**config.mk**
```make
export PLATFORM = sky130hd
export DESIGN_NAME = lfsr_decrypt_engine
export DESIGN_NICKNAME = d
export VERILOG_FILES = /design/src/rtl/lfsr_decrypt_engine.sv
export SDC_FILE = /design/constraint.sdc
export NUM_CORES = 1
export LEC_CHECK = 0
export ABC_AREA = 0
export BUFFER_PORTS_ARGS = -buffer_cell sky130_fd_sc_hd__buf_2
export CAP_MARGIN = 0
export CORE_MARGIN = 1
export CORE_UTILIZATION = 40
export CTS_CLUSTER_SIZE = 25
export DETAILED_ROUTE_END_ITERATION = 10
export PLACE_DENSITY_LB_ADDON = 0.05
export REMOVE_ABC_BUFFERS = 1
export SLEW_MARGIN = 20
export SYNTH_ARGS = -nofsm -noshare
export SYNTH_HDL_FRONTEND = slang
export SYNTH_SLANG_ARGS = --single-unit
```
**constraint.sdc**
```tcl
create_clock -name clk -period 15.7 [get_ports clk]
set_input_delay 2.355 -clock clk [delete_from_list [all_inputs] [get_ports clk]]
set_output_delay 2.355 -clock clk [all_outputs]
set_load 0.03 [all_outputs]
```
**src/rtl/lfsr_decrypt_engine.sv**
```systemverilog
// rtl/lfsr_decrypt_engine.sv - detects the 7-bit LFSR tap pattern from a space pre-pad, then decrypts 64 bytes
module lfsr_decrypt_engine (
  input  logic       clk,
  input  logic       init,
  input  logic       req,
  output logic       ack,
  output logic [7:0] mem_addr,
  input  logic [7:0] mem_rd_data,
  output logic       wr_en,
  output logic [7:0] wr_addr,
  output logic [7:0] wr_data,
  output logic [3:0] ptrn_idx,
  output logic       no_match,
  output logic       parity_err
);

  typedef enum logic [2:0] {IDLE, LOAD, SEARCH, DECRYPT, DONE} state_t;

  state_t     state, state_nx;
  logic [5:0] cnt;
  logic [3:0] p;
  logic [6:0] lfsr;
  logic [6:0] buffer [10];
  logic [6:0] srch_s;
  logic       match;
  logic       seed_zero;
  logic       byte_bad;

  function automatic logic [6:0] tap_of(input logic [3:0] idx);
    case (idx)
      4'd0:    return 7'h60;
      4'd1:    return 7'h48;
      4'd2:    return 7'h78;
      4'd3:    return 7'h72;
      4'd4:    return 7'h6A;
      4'd5:    return 7'h69;
      4'd6:    return 7'h5C;
      4'd7:    return 7'h7E;
      4'd8:    return 7'h7B;
      default: return 7'h00;
    endcase
  endfunction

  function automatic logic [6:0] lfsr_step(input logic [6:0] s, input logic [6:0] t);
    return {s[5:0], ^(s & t)};
  endfunction

  // The pre-pad is all spaces, so buffer[0..9] are raw LFSR states; replay pattern p against them.
  always_comb begin
    match  = 1'b1;
    srch_s = buffer[0];
    for (int j = 1; j < 10; j++) begin
      srch_s = lfsr_step(srch_s, tap_of(p));
      if (srch_s != buffer[j]) match = 1'b0;
    end
  end

  assign seed_zero = (buffer[0] == 7'd0);
  assign byte_bad  = mem_rd_data[7] != ^mem_rd_data[6:0];

  always_comb begin
    state_nx = state;
    ack      = 1'b0;
    wr_en    = 1'b0;
    mem_addr = 8'd0;
    wr_addr  = 8'd0;
    wr_data  = 8'd0;
    case (state)
      IDLE: if (!req) state_nx = LOAD;
      LOAD: begin
        mem_addr = 8'd64 + {2'b00, cnt};
        if (cnt == 6'd9) state_nx = seed_zero ? DONE : SEARCH;
      end
      SEARCH: begin
        if (match) state_nx = DECRYPT;
        else if (p == 4'd8) state_nx = DONE;
      end
      DECRYPT: begin
        mem_addr = 8'd64 + {2'b00, cnt};
        wr_en    = 1'b1;
        wr_addr  = {2'b00, cnt};
        wr_data  = {1'b0, mem_rd_data[6:0] ^ lfsr} + 8'h20;
        if (cnt == 6'd63) state_nx = DONE;
      end
      DONE: begin
        ack = 1'b1;
        if (req) state_nx = IDLE;
      end
      default: state_nx = IDLE;
    endcase
  end

  always_ff @(posedge clk) begin
    if (init) begin
      state      <= IDLE;
      cnt        <= 6'd0;
      p          <= 4'd0;
      lfsr       <= 7'd0;
      ptrn_idx   <= 4'd15;
      no_match   <= 1'b0;
      parity_err <= 1'b0;
    end else begin
      state <= state_nx;
      case (state)
        IDLE: if (!req) begin
          cnt        <= 6'd0;
          ptrn_idx   <= 4'd15;
          no_match   <= 1'b0;
          parity_err <= 1'b0;
        end
        LOAD: begin
          buffer[cnt[3:0]] <= mem_rd_data[6:0];
          cnt              <= cnt + 6'd1;
          p                <= 4'd0;
          if (cnt == 6'd9 && seed_zero) no_match <= 1'b1;
        end
        SEARCH: begin
          if (match) begin
            ptrn_idx <= p;
            lfsr     <= buffer[0];
            cnt      <= 6'd0;
          end else if (p == 4'd8) begin
            no_match <= 1'b1;
          end else begin
            p <= p + 4'd1;
          end
        end
        DECRYPT: begin
          lfsr <= lfsr_step(lfsr, tap_of(ptrn_idx));
          cnt  <= cnt + 6'd1;
          if (byte_bad) parity_err <= 1'b1;
        end
        default: ;
      endcase
    end
  end

endmodule

```
==> summary.md <==
| Metric | Value |
|---|---|
| Crit path launch type | flop |
| Post-synth EDFFs | 70 |
| Maximum fanout count along the critical path | 21 |
| Total power divided by cell area | about 96 nW/um^2 |
| Endpoint type of the worst setup path | flop |
| Biggest cell delay along the critical path | about 720 ps |
| Commonest non-fill, non-tap cell in the layout | sky130_fd_sc_hd__nand2_1 |
| Count of final hold-check violations | 0 |
| HPWL reported at the end of detailed placement | roughly 12000 um |
| Utilization of the core after routing | ~45% |
| Amount of wire on met3 after detailed routing | 630 um |
| Remaining number of nets flagged by the antenna check after routing | 0 |
| Latest clock arrival within the worst-skew pair | between 300 and 400 ps |
| Final WS setup | 8140 ps |
| Max-slew headroom at the worst pin | between 40% and 50% |
| Antenna violations before repair | 0 |
| Max Clk Rate | 132 MHz |
| Number of warnings reported in the yosys synthesis log | 0 |
| TritonCTS clock tree | built |
| Cells along the critical path | nand2_1 -> xnor3_1 -> xnor3_2 -> or3b_1 -> and4_1 -> or2_0 -> or4_1 -> and3_1 -> a31oi_2 -> mux2i_1 -> a31oi_1 -> or4_1 -> and3_4 -> xor2_4 -> o21ai_2 -> xnor2_1 -> a21oi_1 -> or2_2 -> ha_1 -> and3_1 -> a22oi_1 -> a21oi_1 -> a31o_1 |
| Layout Nets | about 700 |
| Cell internal power dissipation | just under 0.5 mW |
| Number of remaining DRC errors | 0 |
| Minimum clock period after layout | around 7600 ps |
| Post-synthesis sequential area ratio | about 45% |
| Top flip-flop cell by instance count after synthesis | sky130_fd_sc_hd__edfxtp_1 |
| Maximum number of pins on one net before global-route repair | 36 |
| CTS H-Tree Depth | 3 |
| Highest signal layer in the routed design | met4 |
| Result of the run | completed |
| Most used cells in the layout excluding fill and tap cells | 79 x sky130_fd_sc_hd__nand2_1, 70 x sky130_fd_sc_hd__edfxtp_1, 60 x sky130_fd_sc_hd__nor2_1 |
| Required time at the endpoint of the critical path | 15940 ps |
| Number of buffers inserted by hold repair at cts | 0 |
| Number of max-cap violations | 0 |
| Crit path max-delay family | simple AND/OR/NAND/NOR gates |
| Via total after detailed routing | between 4000 and 5000 |
| I/O Buffers | 39 |
| Worst supply voltage drop on vdd | 0.0490 mV |
| DRT iter0 DRCs | between 300 and 400 |
| Placer congestion estimate | ~0.87 |
| Number of placed I/O pins | 43 |
| Cell at the root of the clock tree | sky130_fd_sc_hd__clkbuf_16 |
| Resized Gates After CTS | 0 |
| Average wire per cell in the routed design | around 18 um |
| Unrepaired setup endpoints after global routing | no |
| Pre-CTS setup slack | just over 8000 ps |
| Number of post-CTS setup repair buffers | 0 |
| Async set-reset flop share out of synthesis | 0% |
| Design Area, Final | just over 7000 um^2 |
| Setup_tns | 0 ps |
| Fraction of power spent switching nets | around 29% |
| Die Y | around 130 um |
| Standby leakage power | 2.58 nW |
| Fraction of power consumed by combinational cells | approximately 18% |
| Total global routing track utilization | 20.9% |
| Post-route met1 wirelength | between 7000 and 8000 um |
| Clock-pin slew of the registers on the worst-case setup and hold paths | approximately 80 ps |
| Path type of the worst min-delay path | flop to flop |
| Proportion of layout cells with a drive suffix above 1 | between 10% and 20% |
| Die Outline Area | about 17000 um^2 |
| Total buffers and inverters traversed by the critical path | 0 |
| Grt total ovfl | 0 |
| Number of distinct library cell variants in the gate-level netlist after synthesis | 84 |
| Syn Std Cell Area | 6490 um^2 |
| Ratio of final minimum period to clock period | between 40% and 50% |
| First-pass GRT wire length | between 20000 and 30000 um |
| DR pass1 iterations | 5 |
| Detailed-routed wire length on met2 | approximately 8000 um |
| Initial standard-cell utilization of the core | between 40 and 50% |
| CTS max path bufs | 2 |
| Switching pwr | roughly 0.20 mW |
| Endpoint arrival time on the critical path | 7810 ps |
| Tightest Pin Transition | a little under 800 ps |
| Final total power | 0.683 mW |
| Clock Power Share | a little over a third |
| Number of pins with negative max-slew slack in the final report | 0 |
| Area growth from synthesis to layout | 9.31% |
| Number of setup violations in the final report | 0 |
| Number of register bits inferred by synthesis | between 100 and 150 |
| Cell Area, Placed | 6780 um^2 |
| Number of core rows | 46 |
| Sink count of the clock tree | 110 |
| CORE AREA | about 16000 um^2 |
| Largest clock skew in the final design | 8.75 ps |
| Horizontal die dimension | between 100 and 150 um |
| Cells after synthesis | ~660 |
| Total clock buffers created by CTS | 9 |
| Number of global-route vias before repair | 4755 |
| Avg Inst Size Synth | between 9 and 10 um^2 |
| Category of the critical setup timing path | flop to flop |
| Final routed wirelength across all metal layers | 16400 um |
| Slowest cell on crit path | sky130_fd_sc_hd__dfxtp_1 |
| Antenna Diode Count | 0 |
| Post-DR vias/cell | around 5.6 |
| Sequential share of power | between 40 and 50% |
power groups by stage:
stage                     Combinational [mW]  Sequential (mW)  Clock, mW
final                                  0.120            0.324      0.239
after global routing                   0.132            0.326      0.259
after CTS                              0.120            0.324      0.246
after detailed placement               0.119            0.331          0
after global placement                 0.118            0.331          0
after floorplan                       0.0862            0.329          0
cell families (layout without fill, tap and decap cells):
| group | count (synthesis) | count (layout) | share of synthesized area, % |
|---|---|---|---|
| other | 1 | 3 | 0.0578 |
| buffers and inverters | 59 | 75 | 4.01 |
| AO/OA/AOI/OAI | 123 | 123 | 13.9 |
| adder cells (fa/ha/maj) | 15 | 15 | 2.89 |
| XOR/XNOR | 65 | 65 | 10.4 |
| flip-flops | 110 | 110 | 44.7 |
| multiplexers | 13 | 13 | 2.08 |
| AND/OR/NAND/NOR | 278 | 278 | 22.0 |
cell usage after synthesis, drive strengths merged, types with 8 or more instances:
cell type / n / area (um^2)
clkbuf: 29 / 109
and3: 22 / 143
and2: 18 / 113
nand3: 10 / 55.1
ha: 15 / 188
nand2b: 9 / 56.3
inv: 18 / 67.6
mux2i: 9 / 90.1
a21oi: 20 / 100
nor2: 60 / 225
buf: 11 / 80.1
nand4: 10 / 62.6
nor3: 20 / 111
o21ai: 27 / 143
edfxtp: 70 / 2100
a311oi: 10 / 87.6
nor4: 12 / 81.3
xor2: 13 / 133
a31oi: 8 / 56.3
nand2: 79 / 297
xnor2: 46 / 403
or4: 11 / 82.6
dfxtp: 40 / 801
final cells by class:
class	instances	area (um^2)
clock inverters	6	83.8
well taps	216	270
multi-input cells	497	3330
repair buffers	40	203
inverters	19	71.3
clock buffers	10	229
flip-flops and latches	110	2900
fillers	1540	8790
worst reg2reg max path: stages (launching register included):
cell	delay, ps
sky130_fd_sc_hd__dfxtp_1	720
sky130_fd_sc_hd__nand2_1	110
sky130_fd_sc_hd__xnor3_1	380
sky130_fd_sc_hd__xnor3_2	610
sky130_fd_sc_hd__or3b_1	400
sky130_fd_sc_hd__and4_1	220
sky130_fd_sc_hd__or2_0	440
sky130_fd_sc_hd__or4_1	520
sky130_fd_sc_hd__and3_1	230
sky130_fd_sc_hd__a31oi_2	440
sky130_fd_sc_hd__mux2i_1	300
sky130_fd_sc_hd__a31oi_1	190
sky130_fd_sc_hd__or4_1	540
sky130_fd_sc_hd__and3_4	190
sky130_fd_sc_hd__xor2_4	180
sky130_fd_sc_hd__o21ai_2	360
sky130_fd_sc_hd__xnor2_1	160
sky130_fd_sc_hd__a21oi_1	110
sky130_fd_sc_hd__or2_2	340
sky130_fd_sc_hd__ha_1	220
sky130_fd_sc_hd__and3_1	190
sky130_fd_sc_hd__a22oi_1	250
sky130_fd_sc_hd__a21oi_1	140
sky130_fd_sc_hd__a31o_1	210
metal layers:
metal	up-vias	global-route usage [%]
met5	-	0
met4	0	5.74
met3	20	3.92
met2	126	34.3
met1	2414	28.1
li1	2439	-
through the flow:
step                      hold slack, ps  cells
final                                504    898
after global routing                 543    898
after CTS                            508    898
after detailed placement             489    882
after global placement               480    882
after floorplan                      476    626
path summary, 6_finish.rpt:
path | cells after the start | slack (ps) | to | from
worst max register to register | 23 | 8140 | flop | flop
worst min register to register | 2 | 500 | parity_err | parity_err
worst max-delay path | 23 | 8140 | flop | flop
worst min-delay path | 2 | 500 | parity_err | parity_err
(Power assumes the default switching activity.)
